File: config.mk
export PLATFORM = sky130hd
export DESIGN_NAME = change_dispenser
export DESIGN_NICKNAME = d
export VERILOG_FILES = /design/src/rtl/vm_pkg.sv /design/src/rtl/hopper_handshake.sv /design/src/rtl/change_dispenser.sv
export SDC_FILE = /design/constraint.sdc
export NUM_CORES = 1
export LEC_CHECK = 0
export BUFFER_PORTS_ARGS = -buffer_cell sky130_fd_sc_hd__buf_2
export CAP_MARGIN = 20
export CORE_MARGIN = 3
export CORE_UTILIZATION = 48
export DETAILED_ROUTE_END_ITERATION = 12
export HOLD_SLACK_MARGIN = 0.12
export PLACE_DENSITY = 0.72
export SYNTH_ARGS = -nofsm -noshare
export SYNTH_HDL_FRONTEND = slang
export SYNTH_SLANG_ARGS = --single-unit
File: constraint.sdc
create_clock -name i_clk -period 1.4 [get_ports i_clk]
set_clock_uncertainty 0.05 [all_clocks]
set_input_delay 0.07 -clock i_clk [delete_from_list [all_inputs] [get_ports i_clk]]
set_output_delay 0.07 -clock i_clk [all_outputs]
set_load 0.01 [all_outputs]
File: src/rtl/vm_pkg.sv
// vm_pkg: types and constants shared by the vending-machine change path.
//   disp_state_t : dispenser/handshake state encoding
//   coin_t       : coin selected for the current hopper handshake
//   NICKEL_UNITS, DIME_UNITS : coin values in 5c units
package vm_pkg;

    typedef enum logic [2:0] {
        IDLE,
        SEL,
        REQ,
        REL,
        DONE,
        FAULT
    } disp_state_t;

    typedef enum logic {
        NICKEL,
        DIME
    } coin_t;

    localparam int unsigned NICKEL_UNITS = 1;
    localparam int unsigned DIME_UNITS   = 2;

    function automatic int unsigned coin_units(input coin_t c);
        return (c == DIME) ? DIME_UNITS : NICKEL_UNITS;
    endfunction

endpackage

File: src/rtl/hopper_handshake.sv
// hopper_handshake: one req/ack exchange with the coin hopper per start pulse.
//   clk, rst_n  : clock, asynchronous active-low reset
//   start       : begin a handshake for `coin` (accepted only when idle)
//   coin        : coin to eject, latched on start
//   ack         : hopper acknowledge level (high = coin ejected)
//   req_d/req_n : registered dime/nickel request, at most one high
//   coin_done   : one-cycle strobe when the hopper has returned to ready
//   timeout     : sticky, hopper failed to respond (DISPENSE_TIMEOUT_EN only)
// Macro DISPENSE_TIMEOUT_EN enables the per-phase watchdog counter.
module hopper_handshake
    import vm_pkg::*;
#(
    parameter int unsigned TIMEOUT_CYC = 64
) (
    input  logic  clk,
    input  logic  rst_n,
    input  logic  start,
    input  coin_t coin,
    input  logic  ack,
    output logic  req_d,
    output logic  req_n,
    output logic  coin_done,
    output logic  timeout
);

    if (TIMEOUT_CYC < 2) begin : g_cfg_check
        $error("hopper_handshake: TIMEOUT_CYC must be at least 2");
    end

    disp_state_t phase, phase_next;
    coin_t       coin_q;
    logic        expired;

    always_comb begin
        phase_next = phase;
        coin_done  = 1'b0;
        case (phase)
            IDLE: if (start) phase_next = REQ;
            REQ: begin
                if (ack) phase_next = REL;
                else if (expired) phase_next = FAULT;
            end
            // Completion is reported only once ack has fallen, so a
            // lingering ack can never be taken for the next coin.
            REL: begin
                if (!ack) begin
                    phase_next = IDLE;
                    coin_done  = 1'b1;
                end else if (expired) begin
                    phase_next = FAULT;
                end
            end
            FAULT:   phase_next = FAULT;
            default: phase_next = IDLE;
        endcase
    end

    // Requests are registered from the phase actually held across the
    // edge: they rise one cycle after entering REQ and fall on the edge
    // that sees ack or the timeout.
    always_ff @(posedge clk or negedge rst_n) begin
        if (!rst_n) begin
            phase  <= IDLE;
            coin_q <= NICKEL;
            req_d  <= 1'b0;
            req_n  <= 1'b0;
        end else begin
            phase <= phase_next;
            if (phase == IDLE && start) coin_q <= coin;
            req_d <= (phase == REQ) && (phase_next == REQ) && (coin_q == DIME);
            req_n <= (phase == REQ) && (phase_next == REQ) && (coin_q == NICKEL);
        end
    end

    assign timeout = (phase == FAULT);

`ifdef DISPENSE_TIMEOUT_EN
    localparam int unsigned CNT_W = $clog2(TIMEOUT_CYC);

    logic [CNT_W-1:0] cnt;

    always_ff @(posedge clk or negedge rst_n) begin
        if (!rst_n) begin
            cnt <= '0;
        end else if (phase_next != phase) begin
            cnt <= '0;
        end else if (phase == REQ || phase == REL) begin
            cnt <= cnt + CNT_W'(1);
        end
    end

    assign expired = (phase == REQ || phase == REL) && (cnt == CNT_W'(TIMEOUT_CYC - 1));
`else
    assign expired = 1'b0;
`endif

endmodule

File: src/rtl/change_dispenser.sv
// change_dispenser: pays out vending change through a coin hopper.
//   i_clk, i_rst_n : clock, asynchronous active-low reset
//   i_soda         : vend pulse, qualifies i_change (ignored unless idle)
//   i_change       : change owed in 5c units
//   i_hop_ack      : hopper acknowledge level
//   o_dime_req     : hopper request, one dime
//   o_nickel_req   : hopper request, one nickel
//   o_busy         : payout in progress
//   o_done         : one-cycle pulse at payout completion
//   o_fault        : sticky hopper timeout (constant 0 unless DISPENSE_TIMEOUT_EN)
// Macro DISPENSE_TIMEOUT_EN enables the hopper watchdog and the FAULT state.
// All outputs are registers; status outputs follow the state one cycle later.
module change_dispenser
    import vm_pkg::*;
#(
    parameter int unsigned CHG_W       = 3,
    parameter int unsigned TIMEOUT_CYC = 64
) (
    input  logic             i_clk,
    input  logic             i_rst_n,
    input  logic             i_soda,
    input  logic [CHG_W-1:0] i_change,
    input  logic             i_hop_ack,
    output logic             o_dime_req,
    output logic             o_nickel_req,
    output logic             o_busy,
    output logic             o_done,
    output logic             o_fault
);

    disp_state_t      state, state_next;
    logic [CHG_W-1:0] remaining;
    coin_t            coin_pick, coin_sel;
    logic             start, coin_done, timeout;

    // Dimes while at least 10c is owed; a lone nickel finishes an odd balance.
    always_comb begin
        coin_pick = (32'(remaining) >= DIME_UNITS) ? DIME : NICKEL;
    end

    always_comb begin
        state_next = state;
        start      = 1'b0;
        case (state)
            IDLE: begin
                if (i_soda) state_next = (i_change == '0) ? DONE : SEL;
            end
            SEL: begin
                if (remaining == '0) begin
                    state_next = DONE;
                end else begin
                    start      = 1'b1;
                    state_next = REQ;
                end
            end
            // REQ covers the whole hopper exchange (REQ and REL phases
            // live in the handshake block).
            REQ: begin
                if (timeout) state_next = FAULT;
                else if (coin_done) state_next = SEL;
            end
            DONE:    state_next = IDLE;
            FAULT:   state_next = FAULT;
            default: state_next = IDLE;
        endcase
    end

    always_ff @(posedge i_clk or negedge i_rst_n) begin
        if (!i_rst_n) begin
            state     <= IDLE;
            remaining <= '0;
            coin_sel  <= NICKEL;
            o_busy    <= 1'b0;
            o_done    <= 1'b0;
            o_fault   <= 1'b0;
        end else begin
            state <= state_next;
            if (state == IDLE && i_soda) begin
                remaining <= i_change;
            end else if (coin_done) begin
                remaining <= remaining - CHG_W'(coin_units(coin_sel));
            end
            if (start) coin_sel <= coin_pick;
            o_busy  <= (state != IDLE) && (state != FAULT);
            o_done  <= (state == DONE);
            o_fault <= (state == FAULT);
        end
    end

    hopper_handshake #(
        .TIMEOUT_CYC(TIMEOUT_CYC)
    ) u_hs (
        .clk      (i_clk),
        .rst_n    (i_rst_n),
        .start    (start),
        .coin     (coin_pick),
        .ack      (i_hop_ack),
        .req_d    (o_dime_req),
        .req_n    (o_nickel_req),
        .coin_done(coin_done),
        .timeout  (timeout)
    );

endmodule

After elaboration in Yosys (flattened, before gate mapping)
Index checks and enable logic that the tools add are counted.
W data, S select, Z words.
- bits in registers: 16
- input port bits: 7
- logic and storage cells: 55
- $add $sub $neg: 1
- magnitude comparators: 1
- equality and inequality tests: 11
- muxes and demuxes: 18
- bitwise gates (word level): 1
- reductions and logical operators: 13
- operators with widths (cell ; number):
    $mux W3 ; 10
    $pmux W3 S4 ; 2
    $eq A3 B2 Y1 const B ; 4
    $logic_not A3 Y1 ; 4
    $eq A3 B3 Y1 const B ; 3
    $logic_and A1 B1 Y1 ; 6
    $ne A3 B3 Y1 const B ; 2
    $mux W1 ; 5
    $eq A3 B1 Y1 const B ; 1
    $ge A3 B2 Y1 const B ; 1
    $reduce_bool A3 Y1 ; 1
    $sub A3 B2 Y3 ; 1
    $mux W2 ; 1
    $ne A2 B2 Y1 const B ; 1
    $reduce_and A2 Y1 ; 1
    $reduce_bool A2 Y1 ; 1
    $not A1 Y1 ; 1

Logic depth before layout (Yosys ltp)
- depth in word-level cells: 8
- depth in mapped cells: 5
- depth with buffers taken out: 5

By module
From an unflattened synthesis, not the netlist that was laid out.
- cells, all modules: 74
- area, all modules: 760.7 um^2
- modules (own cells, without submodules) (module ; times used ; cells each ; area each (um^2) ; sequential area each (um^2)):
    change_dispenser ; 1 ; 53 ; 508.0 ; 250.2
    hopper_handshake ; 1 ; 21 ; 252.7 ; 150.1

Least setup slack after synthesis
OpenSTA, ideal clock, no wires.
- kind: reg2reg
- start point: register coin_sel
- end point: register remaining[1]
- library setup time: 0.125 ns
- arrival time: 1.358 ns
- setup slack: -0.133 ns
- cell stages (with the launch flop): 6
- buffers on the path: 0
- cells stage by stage: dfrtp_1 inv_1 ha_1 fa_1 mux2i_1 mux2_2
- word-level cells in the longest chain between the ends: 4
- ends and longest elaborated chain (element ; line ; RTL):
    from (decl) ; change_dispenser.sv:33 ; coin_t coin_pick, coin_sel;
    from (signal assigned) ; change_dispenser.sv:83 ; if (start) coin_sel <= coin_pick;
    $mux W2 ; vm_pkg.sv:25 ; return (c == DIME) ? DIME_UNITS : NICKEL_UNITS;
    $sub A3 B2 Y3 ; change_dispenser.sv:81 ; remaining <= remaining - CHG_W'(coin_units(coin_sel));
    $mux W3 ; change_dispenser.sv:80 ; end else if (coin_done) begin
    $mux W3 ; change_dispenser.sv:78 ; if (state == IDLE && i_soda) begin
    to (signal assigned) ; change_dispenser.sv:79 ; remaining <= i_change;
    to (signal assigned) ; change_dispenser.sv:81 ;
    to (decl) ; change_dispenser.sv:32 ; logic [CHG_W-1:0] remaining;
Every way passes these cells. The select of a mux whose other input is x is not followed.
A chain may end at the register's enable or synchronous reset.

Worst setup path in the final report
- start point: register remaining[0]
- end point: register remaining[1]
- word-level cells in the longest chain between the ends: 3
- ends and longest elaborated chain (element ; line):
    $sub A3 B2 Y3 ; change_dispenser.sv:81
    $mux W3 ; change_dispenser.sv:80
    $mux W3 ; change_dispenser.sv:78
Every way passes these cells. The select of a mux whose other input is x is not followed.

==> results.cfg <==
[floorplan]
die_h_um = 46.5
io_pins = 12
start_util = 0.555
core-area_um2 = 1420
die_area_um2 = 2160
die_w_um = 46.5
rows = 13

[global_route]
grt_max_degree = 17
use_met3 = 0.0664
grt_pass1_wl_mm = 2.46
antenna_found_initial = 0
first_global_vias = 568
gr-usage-met1 = 0.197
grt_overflow = 0
track_usage = 0.167
met2_usage = 0.269
busiest_layer = met2

[setup_path]
crit_path_start = remaining[0]$_DFFE_PN0P_
critPathLaunchType = flop
end_kind = flop
regToRegEndpoint = remaining[1]$_DFFE_PN0P_
path_max_fanout = 2
crit_slowest_cell = fa_1
r2r-start = remaining[0]$_DFFE_PN0P_
cp.required_ps = 1540
r2r_cells = 5
cpPeakStageDelay_ps = 480
crit_type = flop to flop
arrival_ps = 1710
path_cells = inv_1 > ha_2 > fa_1 > mux2i_1 > mux2_2
r2r_slack_ps = -170

[clock_network]
root_buffer = clkbuf_4
cts.sinks = 16
h-tree-depth = 1
cts_tree = built
insertion_delay_ps = 290
max-clock-path-buffers = 2
cts_buffers = 3
cts.clk_slew.worst_paths_ps = 100

[finish]
drive_above_1_share = 0.408
final_cell_mix = dfrtp_1 (15), buf_4 (14), buf_2 (11)
mostFrequentLayoutCell = dfrtp_1
nFillCells = 97
seq_area_um2 = 402
fin_nets = 113
antenna-diode-count = 0
multiInputGateArea_um2 = 397
syn2layout_area_growth_pct = 40.1
final_core_util = 0.778

[synthesis]
ys_seq_area_frac = 0.510
netlist_instances = 69
synth-seq-cells = 16
synth_cell_type_count = 34
ys.warnings.count = 0
netlist_area_um2 = 786
synth_fp_nets = 78
syn_avg_cell_area_um2 = 11.4

[route]
ant_nets = 0
vias_per_cell = 5.71
drc = 0
vias = 674
first_pass_iters = 4
post_drt_wl_per_cell_um = 14.8
drt_iter0_markers = 18
drt-total-wl_mm = 1.75

[run_status]
violations = setup timing
outcome = finished, violations left

[pwr]
power_switching_mw = 0.775
leakage_nw = 0.538
ir_drop_mv = 1.37
power_frac_seq = 0.355
clock_power_share = 0.141
p_int_mw = 1.41
combPwrFrac = 0.504
swShare = 0.354
p_per_area_nw_per_um2 = 1990

[sta]
rsz0062_at_grt = true
fin_ws_ps = -170
setup_viol = 2
period_share = 1.12
tightestPinTransition_ps = 354
setup_tns_ps = -300
drv_slew = 0
fmax_mhz = 637
finalCriticalPeriod_ps = 1570
relSlewSlack = 0.762
hold_viol = 0

[placement]
dp_hpwl_mm = 1.08
globalplace.congestion = 0.781
port_buffers = 11
dp_slack_ps = -134

[hold_path]
hp-class = primary input to asynchronous set/reset pin

[flow_run]
maxCapViolCount = 0
-- cell families after synthesis --
kind of cell / Yosys count / share of synthesized area
muxes: 4 / 0.0541
adders and majority gates: 2 / 0.0414
DFF: 16 / 0.510
and+or+nand+nor: 24 / 0.220
buffers and inverters: 8 / 0.0398
AOI/OAI and AO/OA: 15 / 0.135
-- sequential cells by signal (all words and copies together), names as in the netlist --
name         cells
u_hs.req_n       1
state            3
coin_sel         1
o_busy           1
u_hs.req_d       1
o_fault          1
u_hs.coin_q      1
u_hs.phase       3
o_done           1
remaining        3
-- cells in the mapped netlist --
library cell  count  share of area
a311oi_1          1          0.011
a21boi_1          1         0.0096
nor3b_1           3          0.029
nor4b_4           1          0.030
a22oi_1           1         0.0096
a21oi_1           1         0.0064
nor4_1            1         0.0080
nor3b_2           1          0.016
and4b_1           1          0.013
ha_1              1          0.016
mux2i_1           2          0.025
nand2_1           3          0.014
and3_1            1         0.0080
nand2b_1          1         0.0080
or3_1             1         0.0080
and4bb_2          1          0.016
o31ai_1           1         0.0096
fa_1              1          0.025
a211oi_1          1         0.0096
nor2_1            2         0.0096
inv_1             7          0.033
nor3_1            3          0.019
a21o_1            2          0.019
o21ai_0           3          0.019
o22ai_1           1         0.0080
nand3_1           2          0.013
a211o_1           1          0.011
mux2_2            2          0.029
a22o_1            1          0.011
nor2b_1           2          0.016
a31o_2            1          0.011
nor4bb_1          1          0.013
dfrtp_1          16           0.51
buf_2             1         0.0064
-- how the worst max path moves through the flow --
stage	to	slack, ps
floorplan	remaining[1]$_DFFE_PN0P_	-120
global placement	remaining[1]$_DFFE_PN0P_	-100
detailed placement	remaining[1]$_DFFE_PN0P_	-130
CTS	remaining[1]$_DFFE_PN0P_	-150
global route	remaining[1]$_DFFE_PN0P_	-210
finish	remaining[1]$_DFFE_PN0P_	-170
-- power by group through the flow --
stage	Sequential (mW)	Clock, mW	Combinational, mW
after global placement	0.768	0	0.863
after detailed placement	0.776	0	0.888
after CTS	0.775	0.313	0.918
after global routing	0.797	0.336	1.20
after floorplan	0.777	0	0.525
final	0.777	0.309	1.10
-- timing repair --
action                                  in CTS  in global routing
pin swaps                                    0                  6
setup buffers                                0                  5
hold endpoints to repair                    23                  0
gates resized for setup                      3                  8
endpoints found under the setup margin       6                  8
hold buffers                                 5                  0
-- stage by stage --
step,power [mW],hold WS [ps],cells,instance area [um^2]
global route,2.33,171,118,1100
floorplan,1.30,-276,69,788
CTS,2.01,165,113,1030
detailed placement,1.66,-49.4,104,932
finish,2.19,159,118,1100
global placement,1.63,-51.4,104,932
-- layout make-up --
class                   instances  area share
inverters                       7      0.0239
repair buffers                 31       0.201
clock buffers                   4      0.0330
well taps                      15      0.0170
multi-input cells              45       0.360
flip-flops and latches         16       0.365
-- worst max-delay path: cells and delay by family, from the launching register on --
family                     cells  cell delay, ps
muxes                          2             310
adders and majority gates      2             670
DFF                            1             370
buffers and inverters          1              60
-- per-layer routing --
layer  up-vias  wire length [um]
met2        28               863
li1        322                 -
met4         0                12
met5         -                 0
met3         2                97
met1       322               772
Power figures use the tool's default switching activity.
